$ cat src/rtl/operand_sequencer.sv
`default_nettype none
//==============================================================================
// Module      : operand_sequencer
// Description : Buffers host-pushed operand pairs in a small FIFO and issues
//               them to the 8x8 compute core as a paced stream: operands on
//               data_in_0/1, chip select held HOLD_CYCLES per pair, and an
//               auto-incrementing core address.
// Revision    : 1.0 - initial release
//==============================================================================
module operand_sequencer #(
    parameter int DATA_W      = 8,
    parameter int ADDR_W      = 4,
    parameter int DEPTH       = 4,
    parameter int HOLD_CYCLES = 1
) (
    input  logic              clk,
    input  logic              reset_n,
    input  logic              en,
    input  logic              addr_clr,
    input  logic              in_valid,
    output logic              in_ready,
    input  logic [DATA_W-1:0] in_a,
    input  logic [DATA_W-1:0] in_b,
    output logic [DATA_W-1:0] data_in_0,
    output logic [DATA_W-1:0] data_in_1,
    output logic [ADDR_W-1:0] addr_in,
    output logic              cs,
    output logic              busy,
    output logic              addr_wrap,
    output logic [15:0]       issue_cnt
);

    localparam int c_PTR_W  = $clog2(DEPTH);
    localparam int c_CNT_W  = c_PTR_W + 1;
    localparam int c_HOLD_W = $clog2(HOLD_CYCLES + 1);

    localparam logic [0:0] c_IDLE  = 1'b0;
    localparam logic [0:0] c_ISSUE = 1'b1;

    localparam logic [ADDR_W-1:0] c_ADDR_MAX = '1;

    // FIFO storage and bookkeeping
    logic [2*DATA_W-1:0] r_mem [DEPTH];
    logic [c_PTR_W-1:0]  r_wr_ptr;
    logic [c_PTR_W-1:0]  r_rd_ptr;
    logic [c_CNT_W-1:0]  r_count;

    // Issue engine
    logic [0:0]          r_state;
    logic [c_HOLD_W-1:0] r_hold;
    logic                r_clr_pend;
    logic [DATA_W-1:0]   r_data0;
    logic [DATA_W-1:0]   r_data1;
    logic [ADDR_W-1:0]   r_addr;
    logic                r_cs;
    logic                r_wrap;
    logic [15:0]         r_issue_cnt;

    logic                w_not_empty;
    logic                w_push;
    logic                w_end;
    logic                w_pop;
    logic [2*DATA_W-1:0] w_head;

    assign in_ready    = (r_count != c_CNT_W'(DEPTH));
    assign w_not_empty = (r_count != '0);
    assign w_push      = in_valid && in_ready;
    // Issue end is the edge on which the last hold cycle of the current pair completes
    assign w_end       = (r_state == c_ISSUE) && (r_hold == c_HOLD_W'(HOLD_CYCLES));
    // A pop happens either when starting from idle or when chaining back-to-back
    assign w_pop       = en && w_not_empty && ((r_state == c_IDLE) || w_end);
    assign w_head      = r_mem[r_rd_ptr];

    assign data_in_0 = r_data0;
    assign data_in_1 = r_data1;
    assign addr_in   = r_addr;
    assign cs        = r_cs;
    assign busy      = (r_state == c_ISSUE);
    assign addr_wrap = r_wrap;
    assign issue_cnt = r_issue_cnt;

    // FIFO payload write; contents need no reset because occupancy gates every read
    always_ff @(posedge clk) begin
        if (w_push) begin
            r_mem[r_wr_ptr] <= {in_a, in_b};
        end
    end

    // FIFO pointers and occupancy; simultaneous push and pop leave the count alone
    always_ff @(posedge clk or negedge reset_n) begin
        if (!reset_n) begin
            r_wr_ptr <= '0;
            r_rd_ptr <= '0;
            r_count  <= '0;
        end else begin
            if (w_push) r_wr_ptr <= r_wr_ptr + c_PTR_W'(1);
            if (w_pop)  r_rd_ptr <= r_rd_ptr + c_PTR_W'(1);
            case ({w_push, w_pop})
                2'b10:   r_count <= r_count + c_CNT_W'(1);
                2'b01:   r_count <= r_count - c_CNT_W'(1);
                default: r_count <= r_count;
            endcase
        end
    end

    // Issue FSM: load operands on pop, hold cs, then step the address at issue end
    always_ff @(posedge clk or negedge reset_n) begin
        if (!reset_n) begin
            r_state     <= c_IDLE;
            r_hold      <= '0;
            r_clr_pend  <= 1'b0;
            r_data0     <= '0;
            r_data1     <= '0;
            r_addr      <= '0;
            r_cs        <= 1'b0;
            r_wrap      <= 1'b0;
            r_issue_cnt <= '0;
        end else begin
            r_wrap <= 1'b0;
            case (r_state)
                c_IDLE: begin
                    if (addr_clr) begin
                        r_addr <= '0;
                    end
                    if (w_pop) begin
                        r_data0 <= w_head[2*DATA_W-1:DATA_W];
                        r_data1 <= w_head[DATA_W-1:0];
                        r_cs    <= 1'b1;
                        r_hold  <= c_HOLD_W'(1);
                        r_state <= c_ISSUE;
                    end
                end
                c_ISSUE: begin
                    if (w_end) begin
                        // A clear requested during the hold replaces the increment
                        if (r_clr_pend || addr_clr) begin
                            r_addr <= '0;
                        end else begin
                            r_addr <= r_addr + ADDR_W'(1);
                            if (r_addr == c_ADDR_MAX) begin
                                r_wrap <= 1'b1;
                            end
                        end
                        r_clr_pend  <= 1'b0;
                        r_issue_cnt <= r_issue_cnt + 16'd1;
                        if (w_pop) begin
                            r_data0 <= w_head[2*DATA_W-1:DATA_W];
                            r_data1 <= w_head[DATA_W-1:0];
                            r_hold  <= c_HOLD_W'(1);
                        end else begin
                            r_cs    <= 1'b0;
                            r_hold  <= '0;
                            r_state <= c_IDLE;
                        end
                    end else begin
                        r_hold <= r_hold + c_HOLD_W'(1);
                        if (addr_clr) begin
                            r_clr_pend <= 1'b1;
                        end
                    end
                end
                default: begin
                    r_state <= c_IDLE;
                    r_cs    <= 1'b0;
                    r_hold  <= '0;
                end
            endcase
        end
    end

endmodule
`default_nettype wire
$ cat config.mk
export PLATFORM = sky130hd
export DESIGN_NAME = operand_sequencer
export DESIGN_NICKNAME = d
export VERILOG_FILES = /design/src/rtl/operand_sequencer.sv
export SDC_FILE = /design/constraint.sdc
export NUM_CORES = 1
export LEC_CHECK = 0
export ABC_CLOCK_PERIOD_IN_PS = 2500
export CORE_MARGIN = 2
export CORE_UTILIZATION = 35
export CTS_CLUSTER_SIZE = 40
export DETAILED_ROUTE_END_ITERATION = 12
export DONT_BUFFER_PORTS = 1
export SLEW_MARGIN = 10
export SYNTH_ARGS = -nofsm -noshare
export SYNTH_HDL_FRONTEND = slang
export SYNTH_SLANG_ARGS = --single-unit
$ cat constraint.sdc
create_clock -name clk -period 2.5 [get_ports clk]
set_input_delay 0.5 -clock clk [delete_from_list [all_inputs] [get_ports clk]]
set_output_delay 0.5 -clock clk [all_outputs]
set_load 0.005 [all_outputs]
==> results of run 1 <==
cells in the final DEF (no fill, tap or decap), types with 2 or more instances in the layout:
master / synthesis / final
edfxtp_1: 64 / 64
dfrtp_1: 48 / 48
nand2_1: 13 / 13
xnor2_1: 13 / 13
mux2_2: 10 / 10
inv_1: 9 / 9
nor2_1: 9 / 9
clkbuf_16: 0 / 9
o21ai_0: 8 / 8
xor2_1: 8 / 8
mux4_2: 8 / 8
mux2_4: 8 / 8
mux4_1: 8 / 8
ha_1: 7 / 7
buf_4: 3 / 6
and3_1: 5 / 5
nand3_1: 4 / 4
nor3_1: 4 / 4
and4_1: 4 / 4
nand4_1: 4 / 4
a21oi_1: 4 / 4
and2_1: 2 / 2
clkinv_2: 0 / 2
clkinv_1: 0 / 2
power groups by stage:
stage	Sequential [mW]	Clock (mW)	Combinational, mW
floorplan	2.77	0	1.24
global placement	2.93	0	1.40
detailed placement	2.95	0	1.44
CTS	2.92	1.33	1.47
global route	2.98	1.41	1.59
finish	2.90	1.28	1.43
repair_timing:
| action | 4_1_cts | 5_1_grt |
|---|---|---|
| hold buffers | 1 | 0 |
| setup buffers | 0 | 0 |
| endpoints found under the hold margin | 48 | 0 |
logic make-up (layout without fill, tap and decap cells):
group                    count (synthesis)  after routing  share of synthesized area [%]
AND/OR/NAND/NOR                         49             49                           6.10
buffers and inverters                   17             33                           2.24
adder cells (fa/ha/maj)                  8              8                           2.38
multiplexers                            35             35                           14.0
flip-flops                             112            112                           69.0
AO/OA/AOI/OAI                           16             16                           2.29
XOR/XNOR                                21             21                           4.06
final timing paths:
| path | cells past startpoint | end | from |
|---|---|---|---|
| min in group clk | 1 | addr_wrap | addr_clr |
| max in group asynchronous | 1 | data_in_0[7] | reset_n |
| worst min-delay path | 1 | data_in_0[0] | reset_n |
| worst max register to register | 10 | r_count[2] | r_count[0] |
| worst max-delay path | 10 | r_count[2] | r_count[0] |
| worst min register to register | 1 | issue_cnt[15] | issue_cnt[15] |
registers in the layout, summed over array words and instances (netlist names):
| signal | flops |
|---|---|
| r_rd_ptr | 2 |
| r_mem | 64 |
| r_wr_ptr | 2 |
| issue_cnt | 16 |
| r_hold | 1 |
| data_in_1 | 8 |
| busy | 1 |
| addr_in | 4 |
| data_in_0 | 8 |
| cs | 1 |
| addr_wrap | 1 |
| r_count | 3 |
| r_clr_pend | 1 |
cell usage after synthesis (all sizes together):
master | count | share of area, %
a22oi | 1 | 0.17
mux2i | 1 | 0.22
nor3 | 4 | 0.44
nor2 | 10 | 0.99
mux4 | 16 | 8.6
nand4b | 1 | 0.19
a21oi | 4 | 0.44
o21ai | 8 | 0.88
inv | 9 | 0.75
and4 | 4 | 0.77
and3 | 5 | 0.69
nand3 | 4 | 0.44
ha | 7 | 1.9
nand4 | 5 | 1.0
a21boi | 1 | 0.17
fa | 1 | 0.44
nand2 | 13 | 1.1
and2 | 2 | 0.28
xor2 | 8 | 1.5
xnor2 | 13 | 2.5
dfrtp | 48 | 27
clkbuf | 1 | 0.083
mux2 | 18 | 5.1
o31ai | 2 | 0.64
buf | 7 | 1.4
nor2b | 1 | 0.19
edfxtp | 64 | 42
layer usage:
layer  track usage [%]  vias up
met3              6.40       12
met5                 0        -
met1              13.6     1094
met2              19.7       73
li1                  -      992
met4              4.97        0
worst register-to-register path: stages (launching register included):
cell	delay, ns
dfrtp_1	0.44
inv_1	0.12
nand3_1	0.19
and2_1	0.27
inv_1	0.07
ha_1	0.17
inv_1	0.06
fa_1	0.37
xor2_1	0.15
nor2_1	0.11
xor2_1	0.15
layout make-up:
| class | instances | area, um^2 |
|---|---|---|
| Multi-Input combinational cell | 129 | 1310 |
| Timing Repair Buffer | 8 | 92.6 |
| Clock buffer | 10 | 229 |
| Clock inverter | 6 | 35.0 |
| Sequential cell | 112 | 3120 |
| Tap cell | 172 | 215 |
| Inverter | 9 | 33.8 |
| Fill cell | 1187 | 7590 |
==> key figures, run 1 <==
Power
  – Sw Share: between 20 and 30%
  – Internal: 3.94 mW
  – Clock power frac: about 23%
  – Maximum vdd ir drop: approximately 530 uV
  – Pwr per Cell Area: roughly 1100 nW/um^2
  – Power, Total: 5.61 mW
  – Leakage: 1.91 nW
  – Logic pwr share: between 20 and 30%
  – P_sw: about 1.7 mW
  – Seq pwr share: 51.7%

Layout
  – Non-filler cells, final: roughly 450
  – Design area: 5030 um^2
  – Fin util: 39.9%
  – Nets@finish: about 300
  – Share of cells above drive strength 1: 18.6%
  – Layout area overhead: 11.1%
  – Ant. Diodes: 0

STA
  – Final Max Tran Viols: 0
  – Final WS setup: 0.324 ns
  – Slew HR: approximately 71%
  – Max Freq: 460 MHz
  – Final hold vios: 5
  – Slew @ Worst Pin: 0.431 ns
  – Setup TNS: 0 ns
  – Post-route minimum period: 2.18 ns
  – Setup Viol. Count Final: 0
  – Final period util: around 87%
  – RSZ-0062 raised after global routing: no
  – WHS: -0.00649 ns
  – Clock Skews: just under 0.006 ns

Route
  – Met3 wire len: 753 um
  – Routed WL per cell: ~18 um
  – Met2 Wirelength: 3.87 mm
  – WL met1: ~3.1 mm
  – DRT iter0 DRCs: 110
  – Drt first pass iters: 4
  – Via Count: roughly 2200
  – Avg Vias per Cell: 4.87
  – Routed wire length: 7.86 mm
  – Antenna-violating nets left: 0
  – DR DRC count: 0
  – Max layer used: met4

CTS
  – H-tree lvl count: 3
  – Clock transition at path regs: ~0.070 ns
  – TritonCTS clock tree: yes
  – Clk sinks: between 100 and 150
  – Post-CTS sizing: 0
  – TritonCTS buffer count: 9
  – Root Buffer: clkbuf_16
  – CTS max path bufs: 2
  – Worst skew pair latency: between 0.3 and 0.4 ns

Placed design
  – Post-Place Worst Slack: about 0.32 ns
  – Dpl hpwl: ~5 mm
  – Cells after DPL: ~430
  – GP Congestion: approximately 0.77
  – Buffers on Ports: 0
  – Placed Area: ~4700 um^2

Setup path
  – CP required: 2.76 ns
  – CP Launch Type: flip-flop
  – CP Capture Type: flip-flop
  – Crit path max fanout: 6
  – Cell family with most CP delay: simple AND/OR/NAND/NOR gates
  – Crit path DAT: between 2 and 2.5 ns
  – Worst path most repeated cell: inv_1
  – Cell Chain, Critical Path: inv_1, nand3_1, and2_1, inv_1, ha_1, inv_1, fa_1, xor2_1, nor2_1, xor2_1
  – Max incr delay on CP: 0.44 ns
  – Crit Path Category: reg -> reg
  – Reg2reg setup slack: 0.32 ns
  – Buffers & Inverters on Critical Path: 3
  – Crit-path slowest cell: dfrtp_1

Run status
  – Failing checks: negative hold slack
  – Status: finished, violations left

Synthesis
  – Synthesized instance count: about 260
  – Synthesized area per cell: 17.6 um^2
  – Register area share after synthesis: between 60% and 70%
  – Synthesized flop and latch total: ~110
  – Ys Warns: 0
  – Mapped Nets: approximately 290
  – Mapped Area: approximately 4500 um^2
  – Yosys cell types: 35

Floorplanning
  – Initial core utilization: between 30 and 40%
  – Top-level port count: just over 60
  – Core area: 12600 um^2
  – Die Span Y: about 120 um
  – Die area: 13900 um^2
  – Die X-Extent: 118 um
  – Rows: 41

GRT
  – GR Overflow Total: 0
  – GRT Resource Usage Total: about an eighth
  – Initial antenna violation count: 0
  – Vias in the first global route: ~2200
  – Largest net degree at the start of global routing: 49
  – First-pass GRT wire length: around 13 mm

Job
  – Max cap viols: 0

Hold path
  – HP Class: in -> async
Note: power is estimated with default switching activity, not from simulation.
==> run 2: changes to the inputs <==
--- a/config.mk
+++ b/config.mk
@@ -6,6 +6,7 @@
 export NUM_CORES = 1
 export LEC_CHECK = 0
 export ABC_CLOCK_PERIOD_IN_PS = 2500
+export CORE_ASPECT_RATIO = 1.5
 export CORE_MARGIN = 2
 export CORE_UTILIZATION = 35
 export CTS_CLUSTER_SIZE = 40
==> key figures, run 2 (synthesis results as in run 1) <==
Job
  – Max cap viols: 0 (unchanged)

Floorplanning
  – Core area: 12600 um^2 (-0.36%)
  – Initial core utilization: 36.0% (+0.13 points)
  – Die X-Extent: 96.9 um (-18%)
  – Top-level port count: 61 (unchanged)
  – Die area: 13900 um^2 (+0.13%)
  – Rows: 50 (+22%)
  – Die Span Y: 143 um (+22%)

STA
  – RSZ-0062 raised after global routing: no
  – Final WS setup: 0.252 ns (-0.0723 ns)
  – Clock Skews: 0.00906 ns (+0.00330 ns)
  – WHS: 0.224 ns (+0.231 ns)
  – Post-route minimum period: 2.25 ns (+0.0723 ns)
  – Setup Viol. Count Final: 0 (unchanged)
  – Final Max Tran Viols: 0 (unchanged)
  – Final hold vios: 0 (-5)
  – Slew HR: 76.3% (+5.1 points)
  – Max Freq: 445 MHz (-3.2%)
  – Slew @ Worst Pin: 0.355 ns (-0.0758 ns)
  – Setup TNS: 0 ns (unchanged)
  – Final period util: 89.9% (+2.9 points)

Layout
  – Layout area overhead: 11.9%
  – Fill cell count: 1134 (-4.5%)
  – Ant. Diodes: 0 (unchanged)
  – Commonest non-fill, non-tap cell in the layout: edfxtp_1
  – Nets@finish: 302 (+1.3%)
  – Largest Register: r_mem
  – Share of cells above drive strength 1: 20.5% (+1.9 points)
  – Max reg flops: 64 (unchanged)
  – Commonest cells after routing, fill and taps aside: edfxtp_1, dfrtp_1, nand2_1, xnor2_1
  – Non-filler cells, final: 434 (-2.7%)

Power
  – Leakage: 1.94 nW (+1.4%)
  – Pwr per Cell Area: 1130 nW/um^2 (+1.4%)
  – Maximum vdd ir drop: 465 uV (-13%)
  – Power, Total: 5.73 mW (+2.1%)

Route
  – Via Count: 2215 (+2.0%)
  – Antenna-violating nets left: 0 (unchanged)
  – Routed WL per cell: 18.3 um (+3.9%)
  – Routed wire length: 7.94 mm (+1.1%)
  – DR DRC count: 0 (unchanged)
  – DRT iter0 DRCs: 61 (-45%)
  – Drt first pass iters: 4 (unchanged)
  – Avg Vias per Cell: 5.10 (+4.8%)

CTS
  – Post-CTS sizing: 0 (unchanged)
  – H-tree lvl count: 3 (unchanged)
  – CTS max path bufs: 2 (unchanged)
  – TritonCTS clock tree: yes
  – Postcts setup bufs: 0 (unchanged)
  – Root Buffer: clkbuf_16
  – Worst skew pair latency: 0.34 ns (about the same)
  – TritonCTS buffer count: 9 (unchanged)
  – Clk sinks: 112 (unchanged)
  – CTS hold repair buffers: 2 (+1)
  – Clock transition at path regs: 0.08 ns (about the same)

Hold path
  – Hold path depth: 1
  – HP Class: in -> reg
  – Hold EP: addr_wrap
  – HP Start: addr_clr

Setup path
  – CP required: 2.77 ns (about the same)
  – Reg2reg setup slack: 0.25 ns (-0.07 ns)
  – Max incr delay on CP: 0.44 ns (about the same)
  – Crit-path slowest cell: dfrtp_1
  – Critical R2R Launch: r_count[0]
  – Worst reg2reg endpoint: r_count[2]
  – Crit path max fanout: 6 (unchanged)
  – Reg2Reg Depth: 10 (unchanged)
  – Buffers & Inverters on Critical Path: 3 (unchanged)
  – Crit Path Category: reg -> reg
  – Crit path DAT: 2.51 ns (+0.07 ns)
  – Cell family with most CP delay: simple AND/OR/NAND/NOR gates
  – Cell Chain, Critical Path: inv_1, nand3_1, and2_1, inv_1, ha_1, inv_1, fa_1, xor2_1, nor2_1, xor2_1
  – Worst path most repeated cell: inv_1
  – CP Capture Type: flip-flop
  – CP Launch Type: flip-flop

Placed design
  – Post-Place Worst Slack: 0.264 ns (-0.0596 ns)
  – Dpl hpwl: 5.27 mm (+5.9%)
  – GP Congestion: 0.779 (+1.7%)
  – Cells after DPL: 416 (-3.0%)
  – Buffers on Ports: 0 (unchanged)

GRT
  – GRT Resource Usage Total: 12.1% (-0.074 points)
  – First-pass GRT wire length: 12.9 mm (+2.9%)
  – GR Overflow Total: 0 (unchanged)
  – Largest net degree at the start of global routing: 49 (unchanged)
  – Vias in the first global route: 2346 (+4.4%)
  – Initial antenna violation count: 0 (unchanged)

Run status
  – Status: finished, final reports clean
run 2: cell count changes in the layout (fill, tap and decap cells not counted), sizes merged:
cell,delta
buf,+3
clkbuf,-1
clkinv,-2
clkinvlp,+1
dlygate4sd3,+1
inv,+2
run 2: report_power, final:
part,switching [mW],internal [mW]
Combinational,0.680,0.796
Clock,0.695,0.706
Sequential,0.376,2.48
run 2: how the worst max path moves through the flow:
stage | cells past startpoint | to | start | slack (ns)
after floorplan | 9 | r_count[2] | busy | 0.40
after global placement | 10 | r_count[2] | r_count[0] | 0.42
after detailed placement | 10 | r_count[2] | r_count[0] | 0.26
after CTS | 10 | r_count[2] | r_count[0] | 0.24
after global routing | 10 | r_count[2] | r_count[0] | 0.04
final | 10 | r_count[2] | r_count[0] | 0.25
run 2: final cells by class:
class                           count  area (um^2)  area share [%]
Timing Repair Buffer               12          113            2.22
Sequential cell                   112         3120            61.6
Multi-Input combinational cell    129         1310            25.7
Inverter                            9         33.8           0.667
Tap cell                          156          195            3.85
Clock buffer                        9          225            4.44
Clock inverter                      7         73.8            1.46
run 2: metal layers:
metal  vias up  wire [um]  track usage (%)
met4         0        142             4.89
li1       1003          -                -
met1      1154       3090             13.3
met2        48       4280             21.6
met5         -          0                0
met3        10        433             4.09
run 2: stage by stage:
stage | area, um^2 | util, %
2_1_floorplan | 4530 | -
3_3_place_gp | 4730 | 37.6
3_5_place_dp | 4730 | 37.6
4_1_cts | 5070 | 40.3
5_1_grt | 5070 | 40.3
6_report | 5070 | 40.3
==> run 3: changes to the inputs <==
--- a/config.mk
+++ b/config.mk
@@ -6,12 +6,15 @@
 export NUM_CORES = 1
 export LEC_CHECK = 0
 export ABC_CLOCK_PERIOD_IN_PS = 2500
+export CELL_PAD_IN_SITES_DETAIL_PLACEMENT = 1
+export CELL_PAD_IN_SITES_GLOBAL_PLACEMENT = 2
 export CORE_ASPECT_RATIO = 1.5
 export CORE_MARGIN = 2
 export CORE_UTILIZATION = 35
 export CTS_CLUSTER_SIZE = 40
 export DETAILED_ROUTE_END_ITERATION = 12
 export DONT_BUFFER_PORTS = 1
+export PLACE_DENSITY_LB_ADDON = 0.1
 export SLEW_MARGIN = 10
 export SYNTH_ARGS = -nofsm -noshare
 export SYNTH_HDL_FRONTEND = slang
==> key figures, run 3 (synthesis results as in run 1) <==
Run status
  – Status: finished, violations left
  – Failing checks: negative hold slack

Layout
  – Fill cell count: 1221 (+7.7%)
  – Ant. Diodes: 0 (unchanged)
  – Multi-input gate area: 1310 um^2 (unchanged)
  – Nets@finish: 300 (-0.66%)
  – Max reg flops: 64 (unchanged)
  – Commonest non-fill, non-tap cell in the layout: edfxtp_1
  – Largest Register: r_mem
  – Commonest cells after routing, fill and taps aside: edfxtp_1, dfrtp_1, nand2_1, xnor2_1, mux2_2
  – Layout area overhead: 14.3%
  – Share of cells above drive strength 1: 20.3% (-0.21 points)
  – Register area: 3120 um^2 (unchanged)

STA
  – Clock Skews: 0.00626 ns (-0.00280 ns)
  – Slew HR: 71.7% (-4.6 points)
  – Final hold vios: 3 (+3)
  – Setup Viol. Count Final: 0 (unchanged)
  – Final period util: 80.0% (-9.9 points)
  – Post-route minimum period: 2.00 ns (-0.249 ns)
  – RSZ-0062 raised after global routing: no
  – Setup TNS: 0 ns (unchanged)
  – WHS: -0.0108 ns (-0.235 ns)
  – Max Freq: 500 MHz (+12%)
  – Slew @ Worst Pin: 0.424 ns (+0.0690 ns)
  – Final WS setup: 0.500 ns (+0.249 ns)
  – Final Max Tran Viols: 0 (unchanged)

Setup path
  – Crit Path Category: reg -> reg
  – Worst reg2reg endpoint: r_count[2]
  – CP Launch Type: flip-flop
  – CP required: 2.76 ns (about the same)
  – Crit path DAT: 2.26 ns (-0.25 ns)
  – Critical R2R Launch: r_count[0]
  – Reg2reg setup slack: 0.50 ns (+0.25 ns)
  – CP Capture Type: flip-flop
  – Crit path max fanout: 3 (-3)
  – Reg2Reg Depth: 10 (unchanged)

Power
  – Internal: 4.57 mW (+15%)
  – Sw Share: 27.4% (-3.2 points)
  – Logic pwr share: 23.5% (-2.2 points)
  – Pwr per Cell Area: 1220 nW/um^2 (+7.5%)
  – Leakage: 1.99 nW (+2.7%)
  – P_sw: 1.73 mW (-1.5%)
  – Maximum vdd ir drop: 550 uV (+18%)
  – Clock power frac: 30.7% (+6.2 points)
  – Seq pwr share: 45.8% (-4.0 points)

GRT
  – Vias in the first global route: 2537 (+8.1%)
  – GRT Resource Usage Total: 13.4% (+1.3 points)
  – First-pass GRT wire length: 14.0 mm (+8.3%)
  – Initial antenna violation count: 0 (unchanged)
  – Largest net degree at the start of global routing: 49 (unchanged)
  – GR Overflow Total: 0 (unchanged)

Route
  – Routed wire length: 8.58 mm (+8.0%)
  – Via Count: 2196 (-0.86%)
  – DRT iter0 DRCs: 52 (-15%)
  – Routed WL per cell: 19.9 um (+8.5%)
  – Drt first pass iters: 4 (unchanged)
  – Antenna-violating nets left: 0 (unchanged)
  – DR DRC count: 0 (unchanged)
  – Avg Vias per Cell: 5.08 (-0.40%)

CTS
  – Root Buffer: clkbuf_16
  – Post-CTS sizing: 0 (unchanged)
  – CTS max path bufs: 2 (unchanged)
  – Worst skew pair latency: 0.34 ns (about the same)
  – TritonCTS buffer count: 9 (unchanged)
  – Clk sinks: 112 (unchanged)
  – TritonCTS clock tree: yes
  – H-tree lvl count: 3 (unchanged)
  – Clock transition at path regs: 0.07 ns (about the same)

Job
  – Max cap viols: 0 (unchanged)

Floorplanning
  – Die Span Y: 143 um (unchanged)
  – Die area: 13900 um^2 (unchanged)
  – Top-level port count: 61 (unchanged)
  – Initial core utilization: 36.0% (unchanged)
  – Core area: 12600 um^2 (unchanged)
  – Die X-Extent: 96.9 um (unchanged)
  – Rows: 50 (unchanged)

Placed design
  – GP Congestion: 0.674 (-14%)
  – Post-Place Worst Slack: 0.485 ns (+0.221 ns)
  – Buffers on Ports: 0 (unchanged)
  – Dpl hpwl: 5.64 mm (+6.9%)

Hold path
  – HP Class: in -> async
[run 3: worst max path at each step]
stage / from / end / slack [ns] / cells after the start
floorplan: busy / r_count[2] / 0.40 / 9
global placement: r_count[0] / r_count[2] / 0.53 / 10
CTS: r_count[1] / r_count[2] / 0.46 / 10
detailed placement: r_count[0] / r_count[2] / 0.49 / 10
global route: r_count[1] / r_count[2] / 0.31 / 10
finish: r_count[0] / r_count[2] / 0.50 / 10
[run 3: layout make-up]
cell class / count / share of cell area, %
flip-flops and latches: 112 / 60.3
multi-input cells: 129 / 25.2
clock buffers: 9 / 4.35
well taps: 156 / 3.77
clock inverters: 7 / 3.65
repair buffers: 10 / 2.08
inverters: 9 / 0.652
[run 3: routing by layer]
| metal | track usage (%) | wire (um) | up-vias |
|---|---|---|---|
| li1 | - | - | 991 |
| met1 | 14.9 | 3300 | 1143 |
| met2 | 24.2 | 4670 | 55 |
| met3 | 4.23 | 486 | 7 |
| met4 | 4.89 | 116 | 0 |
| met5 | 0 | 0 | - |
[run 3: power groups by stage]
stage	combinational, mW	clock, mW	sequential, mW
after CTS	1.54	1.98	2.91
after global routing	1.67	2.06	2.96
after floorplan	1.24	0	2.77
after detailed placement	1.51	0	2.94
after global placement	1.50	0	2.93
final	1.48	1.93	2.88
[run 3: repair_timing]
action | in CTS | in global routing
endpoints found under the hold margin | 48 | 0
setup buffers | 0 | 0
hold buffers | 1 | 0
[run 3: critical path: stages, from the launching register on]
cell	delay [ns]
dfrtp_1	0.43
inv_1	0.12
nand3_1	0.10
and2_1	0.21
inv_1	0.07
ha_1	0.17
inv_1	0.06
fa_1	0.37
xor2_1	0.15
nor2_1	0.10
xor2_1	0.15
[run 3: metrics by stage]
stage / utilization [%] / cells / power [mW] / area (um^2)
finish: 41.2 / 432 / 6.29 / 5180
global route: 41.2 / 432 / 6.69 / 5180
CTS: 41.2 / 432 / 6.43 / 5180
detailed placement: 37.7 / 415 / 4.45 / 4740
global placement: 37.7 / 415 / 4.43 / 4740
floorplan: - / 258 / 4.01 / 4530
